===== src/rtl/la_capture_ctrl.sv =====
// rtl/la_capture_ctrl.sv - logic-analyser capture controller; LA_TRIG_TIMEOUT_EN adds a forced-trigger timeout
// Synchronises probes, divides the sample tick, waits for a masked level/edge trigger and streams samples to the buffer.

module la_capture_ctrl #(
    parameter int DATA_W = 8,
    parameter int DEPTH  = 49152,
    parameter int DIV_W  = 16,
    parameter int TMO_W  = 24
) (
    input  logic              clk,
    input  logic              resetn,
    input  logic [DATA_W-1:0] probe,
    input  logic              arm,
    input  logic              abort,
    input  logic [DIV_W-1:0]  div,
    input  logic [DATA_W-1:0] trig_mask,
    input  logic [DATA_W-1:0] trig_value,
    input  logic [DATA_W-1:0] trig_edge,
    input  logic [15:0]       capture_len,
    input  logic              buf_full,
`ifdef LA_TRIG_TIMEOUT_EN
    input  logic [TMO_W-1:0]  tmo_limit,
    output logic              timed_out,
`endif
    output logic [DATA_W-1:0] wr_data,
    output logic              wr_en,
    output logic              buf_clear,
    output logic              busy,
    output logic              triggered,
    output logic              done,
    output logic [15:0]       captured
);

    localparam logic [2:0] S_IDLE  = 3'd0;
    localparam logic [2:0] S_CLEAR = 3'd1;
    localparam logic [2:0] S_WAIT  = 3'd2;
    localparam logic [2:0] S_CAPT  = 3'd3;
    localparam logic [2:0] S_DONE  = 3'd4;

    localparam logic [16:0] DEPTH_L = 17'(DEPTH);

    logic [2:0]        r_state;
    logic [DATA_W-1:0] r_sync1;
    logic [DATA_W-1:0] r_sync2;
    logic [DATA_W-1:0] r_cur;
    logic              r_cur_vld;
    logic [DIV_W-1:0]  r_div_cnt;
    logic [DATA_W-1:0] r_wr_data;
    logic              r_wr_en;
    logic              r_triggered;
    logic              r_done;
    logic [15:0]       r_captured;

    logic              w_run;
    logic              w_tick;
    logic              w_hit;
    logic              w_fire;
    logic              w_tmo_hit;
    logic              w_arm_ok;
    logic [DATA_W-1:0] w_lvl_ok;
    logic [DATA_W-1:0] w_edge_ok;
    logic [DATA_W-1:0] w_bit_ok;
    logic [15:0]       w_eff_len;
    logic [15:0]       w_cap_next;

    assign w_run  = (r_state == S_WAIT) || (r_state == S_CAPT);
    assign w_tick = w_run && (r_div_cnt == div);

    // Trigger is evaluated on the sample being taken this tick (r_sync2) against the previous one (r_cur).
    assign w_lvl_ok  = ~(r_sync2 ^ trig_value);
    assign w_edge_ok = w_lvl_ok & (r_cur ^ r_sync2) & {DATA_W{r_cur_vld}};
    assign w_bit_ok  = (trig_edge & w_edge_ok) | (~trig_edge & w_lvl_ok);
    assign w_hit     = &(w_bit_ok | ~trig_mask);
    assign w_fire    = w_hit || w_tmo_hit;

    assign w_eff_len  = (capture_len == 16'd0 || {1'b0, capture_len} > DEPTH_L) ? DEPTH_L[15:0] : capture_len;
    assign w_cap_next = r_captured + 16'd1;
    assign w_arm_ok   = arm && !abort && ((r_state == S_IDLE) || (r_state == S_DONE));

`ifdef LA_TRIG_TIMEOUT_EN
    logic [TMO_W-1:0] r_tmo_cnt;
    logic             r_timed_out;

    assign w_tmo_hit = (r_state == S_WAIT) && w_tick && (tmo_limit != '0)
                       && (r_tmo_cnt + TMO_W'(1) == tmo_limit);
    assign timed_out = r_timed_out;

    always_ff @(posedge clk or negedge resetn) begin
        if (!resetn) begin
            r_tmo_cnt   <= '0;
            r_timed_out <= 1'b0;
        end else if (w_arm_ok) begin
            r_tmo_cnt   <= '0;
            r_timed_out <= 1'b0;
        end else if (!abort && (r_state == S_WAIT) && w_tick) begin
            r_tmo_cnt <= r_tmo_cnt + TMO_W'(1);
            if (w_tmo_hit && !w_hit) begin
                r_timed_out <= 1'b1;
            end
        end
    end
`else
    // A zero-width timeout counter is impossible, so this is constant low.
    assign w_tmo_hit = (TMO_W < 1);
`endif

    always_ff @(posedge clk or negedge resetn) begin
        if (!resetn) begin
            r_state     <= S_IDLE;
            r_sync1     <= '0;
            r_sync2     <= '0;
            r_cur       <= '0;
            r_cur_vld   <= 1'b0;
            r_div_cnt   <= '0;
            r_wr_data   <= '0;
            r_wr_en     <= 1'b0;
            r_triggered <= 1'b0;
            r_done      <= 1'b0;
            r_captured  <= '0;
        end else begin
            r_sync1 <= probe;
            r_sync2 <= r_sync1;
            r_wr_en <= 1'b0;

            if (w_run && !w_tick && !abort) begin
                r_div_cnt <= r_div_cnt + DIV_W'(1);
            end else begin
                r_div_cnt <= '0;
            end

            if (w_tick) begin
                r_cur     <= r_sync2;
                r_cur_vld <= 1'b1;
            end

            if (abort) begin
                r_state <= S_IDLE;
            end else begin
                case (r_state)
                    S_IDLE, S_DONE: begin
                        if (arm) begin
                            r_state     <= S_CLEAR;
                            r_done      <= 1'b0;
                            r_triggered <= 1'b0;
                            r_captured  <= '0;
                            r_cur_vld   <= 1'b0;
                        end
                    end
                    S_CLEAR: begin
                        r_state <= S_WAIT;
                    end
                    S_WAIT: begin
                        if (w_tick && w_fire) begin
                            r_triggered <= 1'b1;
                            r_wr_en     <= 1'b1;
                            r_wr_data   <= r_sync2;
                            r_captured  <= 16'd1;
                            if (w_eff_len == 16'd1) begin
                                r_state <= S_DONE;
                                r_done  <= 1'b1;
                            end else begin
                                r_state <= S_CAPT;
                            end
                        end
                    end
                    S_CAPT: begin
                        if (buf_full) begin
                            r_state <= S_DONE;
                            r_done  <= 1'b1;
                        end else if (w_tick) begin
                            r_wr_en    <= 1'b1;
                            r_wr_data  <= r_sync2;
                            r_captured <= w_cap_next;
                            if (w_cap_next == w_eff_len) begin
                                r_state <= S_DONE;
                                r_done  <= 1'b1;
                            end
                        end
                    end
                    default: begin
                        r_state <= S_IDLE;
                    end
                endcase
            end
        end
    end

    assign wr_data   = r_wr_data;
    assign wr_en     = r_wr_en;
    assign buf_clear = (r_state == S_CLEAR);
    assign busy      = (r_state == S_CLEAR) || w_run;
    assign triggered = r_triggered;
    assign done      = r_done;
    assign captured  = r_captured;

endmodule

===== config.mk =====
export PLATFORM = sky130hd
export DESIGN_NAME = la_capture_ctrl
export DESIGN_NICKNAME = d
export VERILOG_FILES = /design/src/rtl/la_capture_ctrl.sv
export SDC_FILE = /design/constraint.sdc
export NUM_CORES = 1
export LEC_CHECK = 0
export CORE_AREA = 2 2 88 111
export CTS_CLUSTER_DIAMETER = 80
export CTS_CLUSTER_SIZE = 24
export DETAILED_ROUTE_END_ITERATION = 12
export DIE_AREA = 0 0 90 113
export PLACE_DENSITY = 0.77
export REMOVE_ABC_BUFFERS = 1
export SETUP_SLACK_MARGIN = 0.02
export SYNTH_ARGS = -nofsm -noshare
export SYNTH_HDL_FRONTEND = slang
export SYNTH_SLANG_ARGS = --single-unit

===== constraint.sdc =====
create_clock -name clk -period 6.7 [get_ports clk]
set_clock_uncertainty 0.1 [all_clocks]
set_input_delay 1.34 -clock clk [delete_from_list [all_inputs] [get_ports clk]]
set_output_delay 1.34 -clock clk [all_outputs]
set_load 0.05 [all_outputs]

==> results of run 1 <==
-- registers in the layout, summed over array words and instances, names as in the netlist --
| register | flops |
|---|---|
| captured | 16 |
| r_div_cnt | 16 |
| r_cur | 8 |
| r_sync1 | 8 |
| r_sync2 | 8 |
| wr_data | 8 |
| r_state | 3 |
| done | 1 |
| r_cur_vld | 1 |
| triggered | 1 |
| wr_en | 1 |
-- kinds of logic (layout without fill, tap and decap cells) --
group                      after synthesis  after routing  share of synthesized area
xor gates and xnor gates                48             48                    0.09484
muxes                                   18             18                    0.05504
DFF                                     71             71                     0.4008
buffers and inverters                   32            124                    0.03697
and+or+nand+nor                        164            164                     0.2210
AOI/OAI and AO/OA                      121            121                     0.1857
adders and majority gates                2              2                   0.005644
-- per-layer routing --
| layer | up-vias | wire, µm | GRT usage |
|---|---|---|---|
| li1 | 1860 | - | - |
| met1 | 1989 | 4792 | 0.2908 |
| met2 | 175 | 6151 | 0.4276 |
| met5 | - | 0 | 0 |
| met3 | 21 | 840 | 0.05459 |
| met4 | 0 | 257 | 0.1067 |
-- power groups by stage --
stage	logic (mW)	clock network, mW	registers, mW
floorplan	0.109	0	0.481
global placement	0.215	0	0.472
detailed placement	0.220	0	0.472
CTS	0.221	0.494	0.465
global route	0.239	0.514	0.468
finish	0.220	0.485	0.465
-- stage by stage --
step | std cells | util | setup slack, ps | area [µm²]
after global placement | 655 | 0.5987 | 2309 | 5434
final | 671 | 0.6322 | 2525 | 5738
after global routing | 671 | 0.6322 | 2251 | 5738
after floorplan | 434 | - | 3091 | 4307
after CTS | 671 | 0.6322 | 2545 | 5738
after detailed placement | 655 | 0.5987 | 2238 | 5434
-- cells in the final DEF, fill, tap and decap left out, types with 6 or more instances in the layout --
| master | count |
|---|---|
| clkdlybuf4s50_1 | 96 |
| dfrtp_1 | 71 |
| xor2_1 | 34 |
| o21ai_0 | 33 |
| nor2_1 | 31 |
| nand2_1 | 25 |
| a21oi_1 | 22 |
| nand3_1 | 17 |
| xnor2_1 | 14 |
| nor4_1 | 13 |
| nand4_1 | 11 |
| or3_1 | 11 |
| nand2b_1 | 11 |
| inv_1 | 10 |
| o31ai_1 | 9 |
| mux2_2 | 9 |
| clkbuf_16 | 9 |
| nor3_1 | 8 |
| mux2_4 | 8 |
| a21boi_0 | 6 |
| o22ai_1 | 6 |
| o21a_1 | 6 |
-- synth_stat cells (all sizes together) (12+ instances only) --
library cell | instances | area [µm²]
dfrtp | 71 | 1777
o21ai | 35 | 175.2
xor2 | 34 | 297.8
nor2 | 31 | 116.4
nand2 | 26 | 105.1
a21oi | 22 | 110.1
nand3 | 18 | 102.6
mux2 | 17 | 221.5
nor4 | 15 | 115.1
xnor2 | 14 | 122.6
nand4 | 13 | 111.4
or3 | 12 | 80.08
-- worst paths after layout --
| check | slack [ps] | from | end | cells after the start |
|---|---|---|---|---|
| hold reg to reg | 250 | r_sync1[4]$_DFF_PN0_ | r_sync2[4]$_DFF_PN0_ | 0 |
| setup / recovery | 2520 | trig_value[6] | captured[6]$_DFFE_PN0P_ | 9 |
| setup reg to reg | 3510 | captured[0]$_DFFE_PN0P_ | r_state[2]$_DFFE_PN0P_ | 9 |
| max in group asynchronous | 4810 | resetn | r_sync2[0]$_DFF_PN0_ | 2 |
| min in group asynchronous | 1110 | resetn | r_div_cnt[3]$_DFF_PN0_ | 2 |
| hold / removal | 250 | r_sync1[4]$_DFF_PN0_ | r_sync2[4]$_DFF_PN0_ | 0 |
-- cell type report --
type                    count  area share
clock buffers               9     0.03925
repair buffers             98      0.1696
multi-input cells         353      0.4344
inverters                  10    0.006542
clock inverters             7     0.01374
well taps                 123     0.02682
flip-flops and latches     71      0.3096
-- critical path, cell delays in order --
cell             delay (ps)
clkdlybuf4s50_1         460
xor2_1                  190
o21ai_0                 170
a21oi_1                  70
or4_4                   560
o41ai_2                 280
nand2_1                 410
or2_1                   520
o41ai_1                 300
==> summary.txt, run 1 <==
Outcome
  • Outcome: finished clean

Finish
  • Sequential cell area: 1777 µm²
  • Layout cells sized above 1: 0.1022
  • Nets: 614
  • # diodes: 0
  • Multi-input logic area: 2492 µm²
  • Filler Cell Count: 764
  • Area growth syn-to-layout: 29.44%

Timing
  • Worst slew pin tran: 892.7 ps
  • Hold slack: 249.1 ps
  • Slew margin rel.: 0.4049
  • Final Hold Viols: 0
  • Fmax: 239.5 MHz
  • Period utilisation layout: 0.6232
  • RSZ-0062 raised after global routing: no
  • Period minus WS final: 4175 ps
  • Setup tns final: 0 ps
  • Max-slew violations: 0
  • Setup violators final: 0

Clocking
  • PostCTS Resize Cnt: 0
  • CTS clk-pin slew, worst paths: 60 ps
  • Clock Sinks: 71
  • CTS buffer count: 9
  • Htree depth: 3
  • Later-pin clock latency in the skew report: 340 ps
  • Post-CTS Setup Bufs: 0
  • CTS tree: yes
  • CTS Root Cell: clkbuf_16
  • Cts hold-fix bufs: 0
  • Max clock buf depth: 2

Worst setup path
  • CP max FO: 21
  • Crit. End Element: flip-flop
  • Req. time, crit path: 6830 ps
  • Critical path launch point type: input pin
  • Critical Path AT: 4310 ps
  • Setup CP Type: input pin to flip-flop

Floorplanning
  • Die width: 90 µm
  • Row count: 39
  • Core Region: 9076 µm²
  • I/O pin count: 98
  • Die H: 113 µm
  • Die ar.: 10170 µm²
  • Initial core utilization: 0.4884

Logic synthesis
  • Synth Instances: 456
  • Syn Area/Cell: 9.721 µm²
  • Post-synthesis cell type count: 69
  • Post-synth EDFFs: 0
  • Post-synth ARST share: 1.000
  • Post-Syn Area: 4433 µm²
  • #FFs+latches synth: 71
  • Top_reg_cell synth: dfrtp_1
  • Synth warnings: 0
  • Post-synthesis sequential area ratio: 0.4008

Global route
  • Total gr overflow: 0
  • Vias in the first global route: 4087
  • Largest net degree at the start of global routing: 72
  • Initial antenna violation count: 0
  • First-pass GRT wire length: 19930 µm
  • Total GRT Usage: 0.2449

Pwr
  • Proportion of power drawn by the clock network: 0.415
  • Psw: 0.3380 mW
  • Reg power frac: 0.397
  • Worst vdd ir: 151.1 µV
  • Comb pwr share: 0.188
  • Leakage: 2.348 nW
  • Int Pwr: 0.8326 mW
  • PwrDens: 204.0 nW/µm²
  • Total power: 1.171 mW
  • Switching share of power: 0.2887

Drt
  • Routed WL per cell: 17.94 µm
  • Drt pass-1 iters: 4
  • Antenna viol nets, final: 0
  • Vias/cell: 6.028
  • Final wirelength: 12040 µm
  • Total number of vias: 4045
  • DRT iter0 DRCs: 184
  • DR DRC count: 0

Placed design
  • Post-DP HPWL: 8755 µm
  • GPL Wtd Cong: 0.9986
  • IO buf count: 97

Flow run
  • Max Cap Viol: 0

Worst hold path
  • Hold Crit Class: flip-flop to flip-flop
Power figures use the tool's default switching activity.
==> run 2, diff against run 1 <==
clock period = 4.1 ns   (was 6.7 ns; I/O delays follow)
==> run 2 against run 1 <==
Effect of this change:
- worst setup slack got worse by 1700 ps
- critical path type unchanged
- utilization is 0.096 points lower
- register-to-register slack got worse by 2600 ps
- largest power group is now sequential cells
- critical path depth is 1 lower
- sequential share of layout area about the same
- highest routed layer unchanged
- worst hold slack worse by 7.1 ps
- sequential power up 64%
- final cell count increased by 0.30%
- via count shrank 2.3%
- flip-flop and latch count unchanged
==> summary.txt, run 2 (same netlist as run 1, synthesis figures left out) <==
Clocking
  • Cts hold-fix bufs: 0
  • Htree depth: 3
  • CTS tree: yes
  • Max clock buf depth: 2
  • Later-pin clock latency in the skew report: 330 ps
  • Clock Sinks: 71
  • CTS buffer count: 9
  • Post-CTS Setup Bufs: 0
  • CTS Root Cell: clkbuf_16
  • CTS clk-pin slew, worst paths: 60 ps
  • PostCTS Resize Cnt: 0

Floorplanning
  • Die ar.: 10170 µm²
  • Row count: 39
  • Core Region: 9076 µm²
  • Die H: 113 µm
  • Die width: 90 µm
  • I/O pin count: 98
  • Initial core utilization: 0.4884

Timing
  • RSZ-0062 raised after global routing: no
  • Worst slew pin tran: 621.8 ps
  • Setup tns final: 0 ps
  • Setup violators final: 0
  • Max-slew violations: 0
  • Period utilisation layout: 0.8076
  • Hold slack: 242.1 ps
  • Final Hold Viols: 0
  • Slew margin rel.: 0.5845
  • Fmax: 302.0 MHz
  • Period minus WS final: 3311 ps

Worst setup path
  • Crit. End Element: flip-flop
  • CP max FO: 10
  • Setup CP Type: input pin to flip-flop
  • CP max stage delay: 500 ps
  • CP delay by family, top: simple AND/OR/NAND/NOR gates
  • Ordered list of cells on the worst path: clkdlybuf4s50_1, xor2_1, nor4_1, nand4_1, nor4_1, nand4_1, nor4b_4, o32ai_1
  • Req. time, crit path: 4190 ps
  • Crit path buf inv count: 1
  • Slowest cell on the critical path: nor4_1
  • Critical Path AT: 3410 ps
  • Critical path launch point type: input pin

Global route
  • Largest net degree at the start of global routing: 36
  • First-pass GRT wire length: 19900 µm
  • Initial antenna violation count: 0
  • Total gr overflow: 0
  • Vias in the first global route: 4063
  • Total GRT Usage: 0.2422

Finish
  • # diodes: 0
  • Nets: 617
  • Commonest non-fill, non-tap cell in the layout: clkdlybuf4s50_1
  • Area growth syn-to-layout: 29.24%
  • Non-Filler Instances: 673
  • Most frequent cells in the layout: 96 x clkdlybuf4s50_1, 71 x dfrtp_1, 34 x xor2_1
  • Layout cells sized above 1: 0.1055

Drt
  • Drt pass-1 iters: 4
  • Vias/cell: 5.872
  • Antenna viol nets, final: 0
  • Total number of vias: 3952
  • DRT iter0 DRCs: 217
  • DR DRC count: 0
  • Final wirelength: 12070 µm
  • Routed WL per cell: 17.93 µm

Placed design
  • Dpl cells: 658
  • Post-DP HPWL: 8837 µm
  • IO buf count: 97
  • GPL Wtd Cong: 0.9330

Pwr
  • PwrDens: 322.6 nW/µm²
  • Worst vdd ir: 233.8 µV
  • Leakage: 2.354 nW

Worst hold path
  • Hold Crit Class: flip-flop to flip-flop

Outcome
  • Outcome: finished clean

Flow run
  • Max Cap Viol: 0
-- run 2: cell types whose count changed in the layout (fill, tap and decap cells not counted), sizes merged --
cell      change
clkinv        +2
clkbuf        +1
buf           +3
inv           -2
clkinvlp      -1
bufinv        -1
-- run 2: per-layer routing --
metal | global-route usage | up-vias | part of all wire
li1 | - | 1871 | -
met1 | 0.2847 | 1933 | 0.42
met2 | 0.4336 | 134 | 0.52
met3 | 0.05260 | 14 | 0.049
met4 | 0.09231 | 0 | 0.019
met5 | 0 | - | 0
-- run 2: worst paths after layout --
kind                       cells after the start               startpoint  slack, ps                      to
setup / recovery                               8                   div[2]        790  r_state[0]$_DFFE_PN0P_
hold / removal                                 0     r_sync1[7]$_DFF_PN0_        240    r_sync2[7]$_DFF_PN0_
setup reg to reg                               8  captured[0]$_DFFE_PN0P_        940  r_state[0]$_DFFE_PN0P_
hold reg to reg                                0     r_sync1[7]$_DFF_PN0_        240    r_sync2[7]$_DFF_PN0_
max in group asynchronous                      2                   resetn       2880    r_sync2[0]$_DFF_PN0_
min in group asynchronous                      1                   resetn        260  r_div_cnt[3]$_DFF_PN0_
-- run 2: final cells by class --
type	instances	area, µm²
well taps	123	153.9
clock inverters	5	33.78
clock buffers	10	239.0
flip-flops and latches	71	1777
inverters	10	37.54
multi-input cells	353	2492
fillers	776	3347
repair buffers	101	996.0
-- run 2: through the flow --
step / cell area (µm²) / total power, mW / util / setup slack, ps
final: 5729 / 1.848 / 0.6312 / 789.0
after global routing: 5729 / 1.921 / 0.6312 / 558.5
after CTS: 5729 / 1.858 / 0.6312 / 770.2
after detailed placement: 5456 / 1.141 / 0.6012 / 450.5
after global placement: 5456 / 1.135 / 0.6012 / 590.1
after floorplan: 4307 / 0.9638 / - / 1011
-- run 2: worst register-to-register path, stage by stage, from the launching register on --
cell and delay, ps:
dfrtp_1 580, ha_1 390, nand2_1 310, or4_4 520, or3_1 330, o211ai_2 100
nand4_1 190, nor4b_4 370, o32ai_1 140
-- run 2: power breakdown --
part           internal, mW  switching (mW)
clock network         0.422           0.294
logic                 0.166           0.204
registers             0.722          0.0394
